File: config.mk
export PLATFORM = sky130hd
export DESIGN_NAME = decoder_scan_seq
export DESIGN_NICKNAME = d
export VERILOG_FILES = /design/src/rtl/decoder_scan_seq_pkg.sv /design/src/rtl/decoder_scan_seq_next_row.sv /design/src/rtl/decoder_scan_seq.sv
export SDC_FILE = /design/constraint.sdc
export NUM_CORES = 1
export LEC_CHECK = 0
export ABC_AREA = 1
export CORE_ASPECT_RATIO = 2
export CORE_MARGIN = 5
export CORE_UTILIZATION = 40
export DETAILED_ROUTE_END_ITERATION = 16
export DONT_BUFFER_PORTS = 1
export GPL_ROUTABILITY_DRIVEN = 0
export GPL_TIMING_DRIVEN = 0
export PLACE_DENSITY_LB_ADDON = 0.1
export SLEW_MARGIN = 25
export SYNTH_ARGS = -nofsm -noshare
export SYNTH_HDL_FRONTEND = slang
export SYNTH_HIERARCHICAL = 1
export SYNTH_SLANG_ARGS = --single-unit
File: constraint.sdc
create_clock -name clk -period 3.6 [get_ports clk]
set_input_delay 0.72 -clock clk [delete_from_list [all_inputs] [get_ports clk]]
set_output_delay 0.72 -clock clk [all_outputs]
set_load 0.01 [all_outputs]
File: src/rtl/decoder_scan_seq_pkg.sv
// Shared definitions for the decoder row scanner: FSM encoding and the
// row/select geometry shared with the 3:8 decoder instances.
package decoder_scan_seq_pkg;

  typedef enum logic [1:0] {
    IDLE  = 2'd0,
    BLANK = 2'd1,
    DRIVE = 2'd2
  } scan_state_t;

  localparam int ROWS  = 8;
  localparam int SEL_W = 3;

endpackage

File: src/rtl/decoder_scan_seq_next_row.sv
// Circular priority search: first set bit of mask strictly above cur,
// wrapping through bit 0 and back to cur itself.
module decoder_scan_seq_next_row
  import decoder_scan_seq_pkg::*;
(
  input  logic [ROWS-1:0]  mask,
  input  logic [SEL_W-1:0] cur,
  output logic [SEL_W-1:0] nxt,
  output logic             wrap,
  output logic             any
);

  logic [SEL_W-1:0] idx;
  logic             found;

  always_comb begin
    nxt   = cur;
    found = 1'b0;
    idx   = '0;
    // k = ROWS lands back on cur, covering the single-row case
    for (int k = 1; k <= ROWS; k++) begin
      idx = cur + SEL_W'(k);
      if (!found && mask[idx]) begin
        nxt   = idx;
        found = 1'b1;
      end
    end
    any  = |mask;
    wrap = (nxt <= cur);
  end

endmodule

File: src/rtl/decoder_scan_seq.sv
// Row scan sequencer for an active-low 3:8 decoder: walks enabled rows,
// holding each for DWELL_CYC clocks behind a BLANK_CYC all-high gap.
//
// state | meaning
// IDLE  | not scanning, enb_ high, sel holds
// BLANK | enb_ high ahead of driving the row in sel
// DRIVE | enb_ low, row in sel is on for the dwell period
module decoder_scan_seq
  import decoder_scan_seq_pkg::*;
#(
  parameter int DWELL_W   = 16,
  parameter int DWELL_CYC = 1000,
  parameter int BLANK_CYC = 2
) (
  input  logic             clk,
  input  logic             rst_,
  input  logic             run,
  input  logic             oneshot,
  input  logic [ROWS-1:0]  row_mask,
  output logic [SEL_W-1:0] sel,
  output logic             enb_,
  output logic             busy,
  output logic             frame_done
);

  localparam logic [DWELL_W-1:0] DWELL_LD  = DWELL_W'(DWELL_CYC - 1);
  localparam logic [DWELL_W-1:0] BLANK_LD  = (BLANK_CYC > 0) ? DWELL_W'(BLANK_CYC - 1) : '0;
  localparam bit                 HAS_BLANK = (BLANK_CYC > 0);

  scan_state_t      state;
  logic [DWELL_W-1:0] cnt;
  logic [SEL_W-1:0] cur;
  logic [SEL_W-1:0] nxt;
  logic             wrap;
  logic             any;
  logic             last_drive;

  // Searching above the top row from IDLE yields the lowest enabled row
  assign cur = (state == IDLE) ? SEL_W'(ROWS - 1) : sel;

  decoder_scan_seq_next_row u_next_row (
    .mask (row_mask),
    .cur  (cur),
    .nxt  (nxt),
    .wrap (wrap),
    .any  (any)
  );

  assign last_drive = (state == DRIVE) && (cnt == '0);
  assign busy       = (state != IDLE);
  assign frame_done = last_drive && wrap && any;

  always_ff @(posedge clk) begin
    if (!rst_) begin
      state <= IDLE;
      sel   <= '0;
      enb_  <= 1'b1;
      cnt   <= '0;
    end else begin
      case (state)
        IDLE: begin
          if (run && any) begin
            sel <= nxt;
            if (HAS_BLANK) begin
              state <= BLANK;
              cnt   <= BLANK_LD;
            end else begin
              state <= DRIVE;
              cnt   <= DWELL_LD;
              enb_  <= 1'b0;
            end
          end
        end
        BLANK: begin
          if (!run) begin
            state <= IDLE;
            cnt   <= '0;
          end else if (cnt == '0) begin
            state <= DRIVE;
            cnt   <= DWELL_LD;
            enb_  <= 1'b0;
          end else begin
            cnt <= cnt - DWELL_W'(1);
          end
        end
        DRIVE: begin
          if (cnt != '0) begin
            cnt <= cnt - DWELL_W'(1);
          end else if (!run || !any || (wrap && oneshot)) begin
            state <= IDLE;
            enb_  <= 1'b1;
          end else begin
            sel <= nxt;
            if (HAS_BLANK) begin
              state <= BLANK;
              cnt   <= BLANK_LD;
              enb_  <= 1'b1;
            end else begin
              cnt <= DWELL_LD;
            end
          end
        end
        default: begin
          state <= IDLE;
          enb_  <= 1'b1;
          cnt   <= '0;
        end
      endcase
    end
  end

endmodule

# --- Word level (Yosys, flattened, before mapping) ---
# Cells that the tools add are included.
totals:
  latch_bits: 0
  romBits: 0
  n_memories: 0
  regBits: 22
  mem_bits_rw: 0
classes:
  shifts: 0
  n_mul: 0
  n_reduce_logical: 33
  muxes: 52
  magnitude_cmp: 9
  addsub: 8
  n_div: 0
  n_bitwise: 1
  eq_ne: 9
ops:
  columns: ["operator", "n"]
  rows:
  - ["2-to-1 mux 16 bit", 5]
  - ["one-hot mux 16 bit (3 select lines)", 1]
  - ["2-to-1 mux 3 bit", 12]
  - ["less-than comparator 3 x 4 -> 1 bit (second input constant)", 8]
  - ["binary-select mux 1 bit (select 3 bit)", 8]
  - ["2-to-1 mux 1 bit", 19]
  - ["zero test 16 bit", 1]
  - ["nonzero test 16 bit", 1]
  - ["subtractor 16 x 1 -> 16 bit (second input constant)", 1]
  - ["adder 3 bit (second input constant)", 4]
  - ["logical AND 1 bit", 12]
  - ["zero test 1 bit", 9]
  - ["2-to-1 mux 2 bit", 4]
  - ["!= test 2 bit (second input constant)", 4]
  - ["AND reduction 4 bit", 2]
  - ["OR reduction 8 bit", 1]
  - ["adder 3 x 2 -> 3 bit (second input constant)", 2]
  - ["!= test 3 bit (second input constant)", 2]
  - ["one-hot mux 2 bit (3 select lines)", 1]
  - ["one-hot mux 3 bit (2 select lines)", 1]
  - ["nonzero test 2 bit", 2]
  - ["adder 3 x 1 -> 3 bit (second input constant)", 1]
  - ["<= comparator 3 bit", 1]
  - ["one-hot mux 1 bit (3 select lines)", 1]
  - ["other kinds (8)", 9]

# --- Logic depth before layout (Yosys ltp) ---
depth:
  word_depth: 33
  ltp_mapped: 32
  mapped_depth_nobuf: 32

# --- By module ---
# Netlist, hierarchy kept.
modules_own_cells:
  columns: ["module", "cells_each", "n_inst", "area_per_inst_um2"]
  rows:
  - ["decoder_scan_seq", 238, 1, 1482.7]
  - ["decoder_scan_seq_next_row", 151, 1, 922.1]

# --- Least setup slack after synthesis ---
# No wires, ideal clock.
synth_path:
  kind: "register -> output"
  start: "register state[0]"
  end: "output frame_done"
  t_arrival_ns: 3.444
  required_time_ns: 2.880
  path_stages_with_launch: 26
  path_buffers: 1
  path_slack_ns: -0.564
  cell_sequence: "dfxtp_1 > nor2_1 > or2_2 > buf_4 > inv_2 > ha_1 > inv_2 > nand3_2 > nand3_2 > nand2_4 > inv_6 > nand2_4 > nor2_4 > nand3_2 > nor2_2 > nor2_1 > nand2_1 > nand3_1 > nand2_1 > inv_1 > ha_1 > a21oi_1 > o21ai_0 > nand2_1 > nand2_1 > nor4_1"
synth_between:
  elab_chain_cells: 30
synth_rtl:
  columns: ["item", "line", "text"]
  rows:
  - ["start: declaration", "decoder_scan_seq.sv:30", "scan_state_t state;"]
  - ["start signal: assignment", "decoder_scan_seq.sv:55", "state <= IDLE;"]
  - ["start signal: assignment", "decoder_scan_seq.sv:65", "state <= BLANK;"]
  - ["start signal: assignment", "decoder_scan_seq.sv:68", "state <= DRIVE;"]
  - ["zero test 2 bit (*)", "decoder_scan_seq.sv:39", "assign cur = (state == IDLE) ? SEL_W'(ROWS - 1) : sel;"]
  - ["2-to-1 mux 3 bit (*)", "decoder_scan_seq.sv:39", null]
  - ["via cur[1]", "decoder_scan_seq.sv:32", "logic [SEL_W-1:0] cur;"]
  - ["adder 3 x 1 -> 3 bit", "decoder_scan_seq_next_row.sv:22", "idx = cur + SEL_W'(k);"]
  - ["binary-select mux 1 bit (select 3 bit)", "decoder_scan_seq_next_row.sv:23", "if (!found && mask[idx]) begin"]
  - ["2-to-1 mux 1 bit (not written as such)", "decoder_scan_seq_next_row.sv:23", null]
  - ["2-to-1 mux 1 bit", "decoder_scan_seq_next_row.sv:23", null]
  - ["zero test 1 bit", "decoder_scan_seq_next_row.sv:23", null]
  - ["[16 not listed]", null, null]
  - ["2-to-1 mux 1 bit", "decoder_scan_seq_next_row.sv:23", null]
  - ["zero test 1 bit", "decoder_scan_seq_next_row.sv:23", null]
  - ["logical AND 1 bit", "decoder_scan_seq_next_row.sv:23", null]
  - ["2-to-1 mux 3 bit (*)", "decoder_scan_seq_next_row.sv:23", null]
  - ["via nxt[2]", "decoder_scan_seq.sv:33", "logic [SEL_W-1:0] nxt;"]
  - ["<= comparator 3 bit (*)", "decoder_scan_seq_next_row.sv:29", "wrap = (nxt <= cur);"]
  - ["via wrap", "decoder_scan_seq.sv:34", "logic wrap;"]
  - ["logical AND 1 bit (*) (2 in a row)", "decoder_scan_seq.sv:51", "assign frame_done = last_drive && wrap && any;"]
  - ["end: declaration", "decoder_scan_seq.sv:23", "output logic frame_done"]
# The timed path passes the listed nets; every way through them passes the cells marked *. The select of a mux whose other input is x is not followed.

# --- Final worst setup path ---
# Ends and elaborated chain as after synthesis.

==> impl_metrics.toml <==
[status]
status = "finished, violations left"
failed_checks = "negative setup slack"

[global_route]
antenna_found_initial = 0
grt_usage_pct = 21.7
grt_max_degree = 13
grt_pass1_wl_um = 12600
grt_overflow = 0
grt_pass1_vias = 2683

[worst_setup_path]
required_ns = 2.88
cp.buffers_inverters = 6
arrival_ns = 3.33
critPathMostFrequentCell = "nand2_1"
critical-path-top-delay-family = "simple AND/OR/NAND/NOR gates"
setup.worst_path.end_class = "primary output"
cp_max_fo = 6
cp_slowest_cell = "dfxtp_4"
start_kind = "flop"
crit_type = "reg2out"
max_stage_delay_ns = 0.36

[synth]
yosysSeqAreaShare_pct = 18.3
synth_edf_count = 0
avgSynthCellArea_um2 = 6.18
synthAdderAreaFrac_pct = 3.64
synthMuxAreaShare_pct = 0
ys_seq_elements = 22
ys_warn_count = 6
synth_xor_area_share_pct = 3.02
synth_cell_types = 38
synth.top_cell.area_share_pct = 18.3
synth_nets = 408
synth_compound_area_share_pct = 8.12
async_reset_ff_share_pct = 0
synth.largest_area_cell = "dfxtp_1"
synthCells = 389
synth_top_family_by_area = "simple AND/OR/NAND/NOR gates"
netlist_area_um2 = 2400
synth_ff_type = "dfxtp_1"
yosys-top-cells-area = "dfxtp_1 18%, nand2_1 17%, nand3_1 8.9%, nor2_1 8.0%, nand3_2 6.7%"
synthSimpleGateAreaFrac_pct = 55.9

[route]
antenna_left = 0
drt-pass1-iter-count = 4
wl_per_cell_um = 16.2
drc = 0
avgViaCountPerCell = 5.32
via_count = 2595
drtIter0Drc = 100
drt_wl_total_um = 7900

[floorplanning]
die_h_um = 120
start_util_pct = 40.4
num_rows = 40
pin_count = 18
dieWidth_um = 64.8
die_area_um2 = 7760
core_area_um2 = 5960

[timing]
max_freq_ghz = 0.247
setup_viol = 21
worst_slew_pin_slew_ns = 0.656
fin_crit_ns = 4.05
worst_slack_ns = -0.451
drv_slew = 0
hold_slack_ns = 0.469
finClkSkew_ns = 0.00135
fin_tns_setup_ns = -3.08
rsz0062_at_grt = "yes"
max_slew_margin_pct = 56.3
finalCritPeriodShare_pct = 113
final_hold_viol_count = 0

[cts]
cts_htree_levels = 1
root_buffer = "clkbuf_16"
cts_buffer_depth = 2
clk_latency_ns = 0.26
cts_sinks = 22
tritoncts = "done"
path_clk_slew_ns = 0.06
cts_buffers = 3

[placement]
dp_hpwl_um = 5920
io_buffers = 0

[worst_hold_path]
hold_path.class = "reg2reg"

[layout]
drive_gt1_share_pct = 37.2
antennaDiodeCount = 0
regArea_um2 = 448
nFillCells = 597
multi_input_area_um2 = 2030
syn2layout_area_growth_pct = 35.1
finalNetCount = 445

[job]
maxCapViolCount = 0
[cells by family (layout without fill, tap and decap cells)]
| logic type | Yosys count | in the layout |
|---|---|---|
| AND/OR/NAND/NOR | 263 | 263 |
| buffers and inverters | 56 | 92 |
| AO/OA/AOI/OAI | 37 | 37 |
| flip-flops | 22 | 22 |
| adder cells (fa/ha/maj) | 7 | 7 |
| XOR/XNOR | 4 | 4 |
[layer usage]
layer,share of wire [%],vias to the layer above,track usage (%)
li1,-,1319,-
met1,29,1190,16.5
met2,61,55,44.8
met3,2.4,31,2.15
met4,7.4,0,17.1
met5,0,-,0
[worst paths after layout]
path | start | endpoint | slack [ns] | depth (start not counted)
setup reg to reg | state[0] | sel[0] | -0.20 | 33
hold / removal | cnt[0] | cnt[0] | 0.47 | 2
hold reg to reg | cnt[0] | cnt[0] | 0.47 | 2
setup / recovery | state[0] | frame_done | -0.45 | 27
[Yosys cell counts (all sizes together), types with 2 or more instances]
| master | n |
|---|---|
| nand2 | 128 |
| nor2 | 60 |
| nand3 | 59 |
| inv | 44 |
| dfxtp | 22 |
| a21oi | 21 |
| o21ai | 13 |
| buf | 7 |
| ha | 7 |
| nand4 | 5 |
| or2 | 4 |
| clkinv | 3 |
| nor4 | 3 |
| xnor2 | 3 |
| a21o | 2 |
| clkbuf | 2 |
| nor3 | 2 |
[tightest hold or removal path, stage by stage (launching register included)]
cell,delay [ns]
dfxtp_1,0.31
nand2_1,0.06
a21oi_1,0.05
[state kept, by name, indices dropped and copies added (netlist names)]
name and cells:
state 2, sel 3, cnt 16, enb_ 1
[layout by cell type, fill, tap and decap left out, types with 2 or more instances in the layout]
master,n
nand2_1,93
nor2_1,48
nand3_1,35
inv_1,30
buf_4,24
nand2_2,23
dfxtp_1,20
a21oi_1,14
nand3_2,14
nand2_4,11
nand3_4,10
buf_6,9
inv_2,9
nor2_4,7
a21oi_2,7
nor2_2,5
o21ai_1,5
ha_1,4
buf_12,3
o21ai_0,3
o21ai_2,3
nand4_1,3
clkbuf_16,3
ha_4,3
or2_4,2
or2_2,2
nand4_4,2
clkbuf_1,2
o21ai_4,2
a21o_1,2
xnor2_1,2
dfxtp_4,2
inv_4,2
inv_6,2
nor4_1,2
[layout make-up]
class | count | area share (%)
buffer | 9 | 3.00
timing repair buffer | 32 | 9.20
tap | 63 | 2.43
inverter | 47 | 6.47
multi-input combinational | 311 | 62.4
clock buffer | 4 | 2.73
sequential | 22 | 13.8
[through the flow]
stage	instances	worst slack (ns)	utilization, %	area [um^2]
4_1_cts	479	-0.609	51.3	3060
3_5_place_dp	452	-0.414	43.1	2560
2_1_floorplan	389	0.0513	-	2490
3_3_place_gp	452	-0.424	43.1	2560
6_report	488	-0.451	54.6	3250
5_1_grt	488	-0.677	54.6	3250
[timing repair]
action                                  in CTS  in global routing
hold buffers                                 0                  0
setup buffers                               21                  9
cloned                                       2                  0
endpoints found under the hold margin        0                  0
pin swaps                                   30                 27
resized for setup                           57                 23
endpoints found under the setup margin      21                 21
Power is left out: the tool's default activity adds up to more than one toggle a clock period on the data nets, which glitch-free logic cannot reach.
